### config.mk
export PLATFORM = sky130hd
export DESIGN_NAME = synchro_wavegen_counter_flat
export DESIGN_NICKNAME = d
export VERILOG_FILES = /design/src/rtl/synchro_wavegen_counter_if.sv /design/src/rtl/synchro_wavegen_counter.sv /design/src/flat_wrapper.sv
export SDC_FILE = /design/constraint.sdc
export NUM_CORES = 1
export LEC_CHECK = 0
export ABC_CLOCK_PERIOD_IN_PS = 5340
export CAP_MARGIN = 20
export CORE_ASPECT_RATIO = 0.6
export CORE_MARGIN = 2
export CORE_UTILIZATION = 41
export DETAILED_ROUTE_END_ITERATION = 8
export PLACE_DENSITY_LB_ADDON = 0.15
export SYNTH_ARGS = -nofsm -noshare
export SYNTH_HDL_FRONTEND = slang
export SYNTH_SLANG_ARGS = --single-unit
### constraint.sdc
create_clock -name qzt_clk -period 5.34 [get_ports qzt_clk]
set_clock_uncertainty 0.2 [all_clocks]
set_input_delay 1.068 -clock qzt_clk [delete_from_list [all_inputs] [get_ports qzt_clk]]
set_output_delay 1.068 -clock qzt_clk [all_outputs]
set_load 0.01 [all_outputs]
### src/rtl/synchro_wavegen_counter_if.sv
// synchro_wavegen_counter_if: control, limit and waveform output signals of the wavegen counter
interface synchro_wavegen_counter_if #(
  parameter int WIDTH = 12,
  parameter int STEP_WIDTH = 3,
  parameter int DELTA_WIDTH = 4
);
  logic clk_in;
  logic set;
  logic [WIDTH-1:0] preset_value;
  logic set_dir;
  logic [1:0] mode;
  logic [WIDTH-1:0] limit_up;
  logic [WIDTH-1:0] limit_down;
  logic [STEP_WIDTH-1:0] step;
  logic [DELTA_WIDTH-1:0] delta;
  logic [WIDTH-1:0] out;
  logic dir;
  logic carry;
  modport master (
    output clk_in, set, preset_value, set_dir, mode, limit_up, limit_down, step, delta,
    input out, dir, carry
  );
  modport slave (
    input clk_in, set, preset_value, set_dir, mode, limit_up, limit_down, step, delta,
    output out, dir, carry
  );
endinterface

### src/rtl/synchro_wavegen_counter.sv
// synchro_wavegen_counter: prescaled, clamped up/down waveform counter (triangle, saw-up, saw-down, hold)
module synchro_wavegen_counter #(
  parameter int WIDTH = 12,
  parameter int STEP_WIDTH = 3,
  parameter int DELTA_WIDTH = 4
) (
  input logic qzt_clk,
  input logic reset,
  synchro_wavegen_counter_if.slave bus
);
  localparam int W1 = WIDTH + 1;
  typedef enum logic [1:0] {TRI = 2'b00, SAW_UP = 2'b01, SAW_DN = 2'b10, HOLD = 2'b11} mode_t;
  mode_t md;
  logic [WIDTH-1:0] cnt_q, nxt_out, up_lim, dn_lim;
  logic [STEP_WIDTH-1:0] pre_q;
  logic clk_in_old, dir_q, carry_q, nxt_dir, nxt_carry;
  logic [WIDTH:0] up_sum, dn_diff;
  logic tick, run, adv, degen, delta_nz;
  assign bus.out = cnt_q;
  assign bus.dir = dir_q;
  assign bus.carry = carry_q;
  // Sums are formed one bit wider so overflow/underflow clamp to a limit instead of wrapping.
  always_comb begin
    md = mode_t'(bus.mode);
    tick = bus.clk_in & ~clk_in_old;
    run = tick & (md != HOLD);
    adv = run & (pre_q == bus.step);
    delta_nz = |bus.delta;
    degen = bus.limit_down >= bus.limit_up;
    up_sum = {1'b0, cnt_q} + W1'(bus.delta);
    dn_diff = {1'b0, cnt_q} - W1'(bus.delta);
    up_lim = (up_sum >= {1'b0, bus.limit_up}) ? bus.limit_up : up_sum[WIDTH-1:0];
    dn_lim = (dn_diff[WIDTH] || (dn_diff[WIDTH-1:0] <= bus.limit_down)) ? bus.limit_down : dn_diff[WIDTH-1:0];
    nxt_out = cnt_q;
    nxt_dir = dir_q;
    nxt_carry = 1'b0;
    if (degen)
      nxt_out = bus.limit_down;
    else if (cnt_q > bus.limit_up)
      nxt_out = bus.limit_up;
    else if (cnt_q < bus.limit_down)
      nxt_out = bus.limit_down;
    else if (md == TRI) begin
      nxt_out = dir_q ? up_lim : dn_lim;
      nxt_carry = nxt_out == (dir_q ? bus.limit_up : bus.limit_down);
      nxt_dir = nxt_carry ? ~dir_q : dir_q;
    end else if (md == SAW_UP) begin
      nxt_dir = 1'b1;
      nxt_carry = (cnt_q == bus.limit_up) && delta_nz;
      nxt_out = nxt_carry ? bus.limit_down : up_lim;
    end else begin
      nxt_dir = 1'b0;
      nxt_carry = (cnt_q == bus.limit_down) && delta_nz;
      nxt_out = nxt_carry ? bus.limit_up : dn_lim;
    end
  end
  always_ff @(posedge qzt_clk or negedge reset) begin
    if (!reset) begin
      cnt_q <= '0;
      dir_q <= 1'b1;
      carry_q <= 1'b0;
      pre_q <= '0;
      clk_in_old <= 1'b0;
    end else begin
      clk_in_old <= bus.clk_in;
      carry_q <= 1'b0;
      if (bus.set) begin
        cnt_q <= bus.preset_value;
        dir_q <= bus.set_dir;
        pre_q <= '0;
      end else if (run) begin
        pre_q <= adv ? '0 : pre_q + 1'b1;
        if (adv) begin
          cnt_q <= nxt_out;
          dir_q <= nxt_dir;
          carry_q <= nxt_carry;
        end
      end
    end
  end
endmodule

### src/flat_wrapper.sv
// flat-port wrapper written by rule: the top's interface ports become plain ports
module synchro_wavegen_counter_flat 
#(
  parameter int WIDTH = 12,
  parameter int STEP_WIDTH = 3,
  parameter int DELTA_WIDTH = 4
)
  (qzt_clk, reset, bus_clk_in, bus_set, bus_preset_value, bus_set_dir, bus_mode, bus_limit_up, bus_limit_down, bus_step, bus_delta, bus_out, bus_dir, bus_carry);
  synchro_wavegen_counter_if #(.WIDTH(WIDTH), .STEP_WIDTH(STEP_WIDTH), .DELTA_WIDTH(DELTA_WIDTH)) bus_i ();
  input logic qzt_clk;
  input logic reset;
  input wire logic [$bits(bus_i.clk_in)-1:0] bus_clk_in;
  input wire logic [$bits(bus_i.set)-1:0] bus_set;
  input wire logic [$bits(bus_i.preset_value)-1:0] bus_preset_value;
  input wire logic [$bits(bus_i.set_dir)-1:0] bus_set_dir;
  input wire logic [$bits(bus_i.mode)-1:0] bus_mode;
  input wire logic [$bits(bus_i.limit_up)-1:0] bus_limit_up;
  input wire logic [$bits(bus_i.limit_down)-1:0] bus_limit_down;
  input wire logic [$bits(bus_i.step)-1:0] bus_step;
  input wire logic [$bits(bus_i.delta)-1:0] bus_delta;
  output wire logic [$bits(bus_i.out)-1:0] bus_out;
  output wire logic [$bits(bus_i.dir)-1:0] bus_dir;
  output wire logic [$bits(bus_i.carry)-1:0] bus_carry;
  assign bus_i.clk_in = bus_clk_in;
  assign bus_i.set = bus_set;
  assign bus_i.preset_value = bus_preset_value;
  assign bus_i.set_dir = bus_set_dir;
  assign bus_i.mode = bus_mode;
  assign bus_i.limit_up = bus_limit_up;
  assign bus_i.limit_down = bus_limit_down;
  assign bus_i.step = bus_step;
  assign bus_i.delta = bus_delta;
  assign bus_out = bus_i.out;
  assign bus_dir = bus_i.dir;
  assign bus_carry = bus_i.carry;
  synchro_wavegen_counter #(.WIDTH(WIDTH), .STEP_WIDTH(STEP_WIDTH), .DELTA_WIDTH(DELTA_WIDTH)) u_core (.qzt_clk(qzt_clk), .reset(reset), .bus(bus_i));
endmodule
==> results.md <==
* Status: finished, final reports clean
* Placed Cells at 829
* Root Driver: clkbuf_16
* P_sw at 0.5447 mW
* Ys async rst share at 1.000
* Final net count at 817
* Max-Cap Viols at 0
* Final slew viol count at 0
* Reg power frac at 0.152
* Layout cells sized above 1 at 0.1525
* Critical path buffer and inverter count at 3
* Global-route wire length before repair at 27710 um
* Main combinational cell family by area after synthesis: compound AO/OA/AOI/OAI gates
* Period minus WS final at 5.191 ns
* Clock slew at reported path FFs at 0.06 ns
* Gpl congestion at 1.014
* IO buf count at 63
* ANT nets after route at 0
* Critical path endpoint category: register
* Pwr Density at 206.6 mW/mm2
* Max incr delay on CP at 0.51 ns
* Post-synth EDFFs at 0
* Largest net degree at the start of global routing at 35
* Synth Register Bits at 18
* CTS buffer count at 3
* Worst rel slew slack at 0.4032
* Antenna violations before repair at 0
* Internal power component at 0.6316 mW
* Required @ worst endpoint at 5.25 ns
* Synth cell types at 69
* Ports at 64
* Post-Synthesis Cells at 586
* Comb pwr share at 0.705
* Post-synthesis xor/xnor area fraction at 0.09773
* Area grow syn2layout at 30.81%
* Most frequent cells in the layout: 70 x buf_4, 69 x a21oi_1, 68 x ha_1, 63 x clkdlybuf4s50_1, 55 x nor2_1
* Ant. Diodes at 0
* Die Span Y at 83.82 um
* Routed WL at 17850 um
* Fin crit share at 0.9722
* Main synth FF type: dfrtp_1
* Complex-gate fraction of the synthesized area at 0.3087
* Initial Utilization at 0.4165
* Final setup violation count at 0
* Remaining DRCs at 0
* Mean post-synth cell area at 7.428 um2
* Leakage at 2.470 nW
* Slowest cell on crit path: clkdlybuf4s50_1
* Top Family by Delay on Critical Path: simple AND/OR/NAND/NOR gates
* Hold Crit Class: register to register
* Clock power frac at 0.143
* Final Cell Area at 0.005694 mm2
* Clock sink count at 18
* Total track usage at 0.3137
* Vias per inst at 6.163
* Max Clk Rate at 0.1926 GHz
* Maximum vdd drop at 0.0001899 V
* Simple-gate share of the synthesized area at 0.2084
* Syn Nets at 707
* Worst Path Max Fanout at 10
* Adder-cell share of the synthesized area at 0.2075
* Dpl hpwl at 14620 um
* Num rows at 29
* Worst slew pin tran at 0.8925 ns
* WL/cell at 21.41 um
* Hold Vio Cnt, Final at 0
* Switch share at 0.4631
* Register area share after synthesis at 0.1038
* Crit path cell chain: clkdlybuf4s50_1 -> inv_1 -> ha_1 -> or4_4 -> nor4_4 -> xor2_1 -> ha_1 -> a21oi_1 -> o21ai_0 -> or3_1 -> and2_4 -> buf_12 -> a21oi_2 -> o21ai_1 -> or3_1 -> o2111ai_1 -> o311ai_1
* Post-synthesis cell area at 0.004353 mm2
* Startpoint Class: primary input
* Congestion Overflow GR at 0
* Total number of vias at 5140
* Setup CP Type: primary input to register
* Clock buffer depth at 2
* Non-Filler Instances at 834
* Core area at 0.01045 mm2
* Critical path arrival at 5.11 ns
* Later-pin clock latency in the skew report at 0.25 ns
* Mux share of post-synthesis cell area at 0.009485
* Number of global-route vias before repair at 4974
* CTS tree: done
* DIE WIDTH at 137.0 um
* Die area at 0.01148 mm2
* H-tree levels at 1
* Synth Warn # at 0
* Most common library cell in the layout ignoring fill and taps: buf_4
* Drt pass-1 iters at 5
* Initial drt markers at 484
* Post-DP Area at 0.005550 mm2
## Yosys cell counts, types with 3 or more instances
cell	instances	share of area
nand2b_1	7	0.010
a21oi_1	71	0.082
o311ai_1	4	0.0080
o211ai_1	11	0.019
a21o_1	8	0.014
nor4_1	5	0.0072
xnor2_1	31	0.062
nor3_1	14	0.016
o221ai_1	5	0.010
ha_1	69	0.20
a21oi_2	3	0.0060
or3_1	4	0.0057
o31ai_1	4	0.0069
xor2_1	12	0.024
o21a_1	3	0.0052
inv_1	36	0.031
dfrtp_1	17	0.098
o21ai_1	8	0.0092
o2111ai_1	5	0.010
nand3_1	17	0.020
nand2_1	47	0.041
xor2_2	3	0.011
o21ai_0	30	0.034
clkbuf_1	21	0.018
a211oi_1	6	0.010
o22ai_1	5	0.0072
a31oi_1	3	0.0043
nor2_1	55	0.047
nand4_1	10	0.014
mux2i_1	3	0.0069
a221oi_1	6	0.012
buf_6	4	0.010
and3_1	4	0.0057
nor2b_1	8	0.011
## timing repair
action / in CTS / in global routing
resized for setup: 0 / 10
setup buffers: 0 / 1
endpoints found under the setup margin: 0 / 8
hold buffers: 0 / 0
## metal layers
metal / vias up / track usage / share of wire
met3: 16 / 0.07711 / 0.13
met5: - / 0 / 0
met4: 0 / 0.03561 / 0.0096
li1: 2381 / - / -
met2: 300 / 0.4365 / 0.39
met1: 2443 / 0.4921 / 0.47
## registers in the layout, indices dropped and copies added, names as in the netlist
signal and count:
u_core.bus.dir 1, u_core.clk_in_old 1, u_core.pre_q 3, u_core.bus.out 12
u_core.bus.carry 1
## path summary, 6_finish.rpt
path	startpoint	to	slack [ns]	cells after the start
max	bus_delta[3]	u_core.bus.out[9]	0.15	17
min	u_core.pre_q[1]	u_core.pre_q[1]	0.38	2
max reg2reg	u_core.bus.out[0]	u_core.bus.dir	0.88	19
min reg2reg	u_core.pre_q[1]	u_core.pre_q[1]	0.38	2
max in group asynchronous	reset	u_core.bus.out[7]	3.27	1
min in group asynchronous	reset	u_core.bus.carry	1.12	1
## worst reg2reg max path: cells and delay by family, from the launching register on
family	cells	cell delay, ns
buf+inv	3	0.43
flops	1	0.42
simple gates	5	0.70
fa+ha+maj	3	0.93
xor+xnor	1	0.12
compound gates	7	1.61
## cells by family (layout without fill, tap and decap cells)
group	Yosys count	in the layout
AOI/OAI and AO/OA	197	197
xor gates and xnor gates	46	46
adders and majority gates	71	71
buffers and inverters	65	174
DFF	18	18
muxes	4	4
and+or+nand+nor	185	185
## cell type report
class	instances	area, um2
multi-input combinational	503	3669
timing repair buffer	134	1176
fill	994	4756
sequential	18	451.7
tap	139	173.9
clock buffer	4	88.84
inverter	36	135.1
## metrics by stage
| step | utilization | setup TNS (ns) | total power, mW | hold WS [ns] | setup WS [ns] |
|---|---|---|---|---|---|
| detailed placement | 0.5311 | -0.1677 | 0.9686 | 0.3661 | -0.06023 |
| finish | 0.5449 | 0 | 1.176 | 0.3761 | 0.1487 |
| global placement | 0.5311 | 0 | 0.9518 | 0.3518 | 0.01123 |
| CTS | 0.5396 | 0 | 1.144 | 0.3743 | 0.1777 |
| global route | 0.5449 | -0.09276 | 1.250 | 0.4076 | -0.08342 |
| floorplan | - | 0 | 0.6345 | 0.3339 | 0.5814 |
## power groups by stage
stage | Combinational (mW) | Clock [mW] | Sequential [mW]
floorplan | 0.467 | 0 | 0.168
global placement | 0.773 | 0 | 0.179
detailed placement | 0.790 | 0 | 0.179
CTS | 0.796 | 0.171 | 0.176
global route | 0.895 | 0.176 | 0.179
finish | 0.830 | 0.168 | 0.178
(Power assumes the default switching activity.)
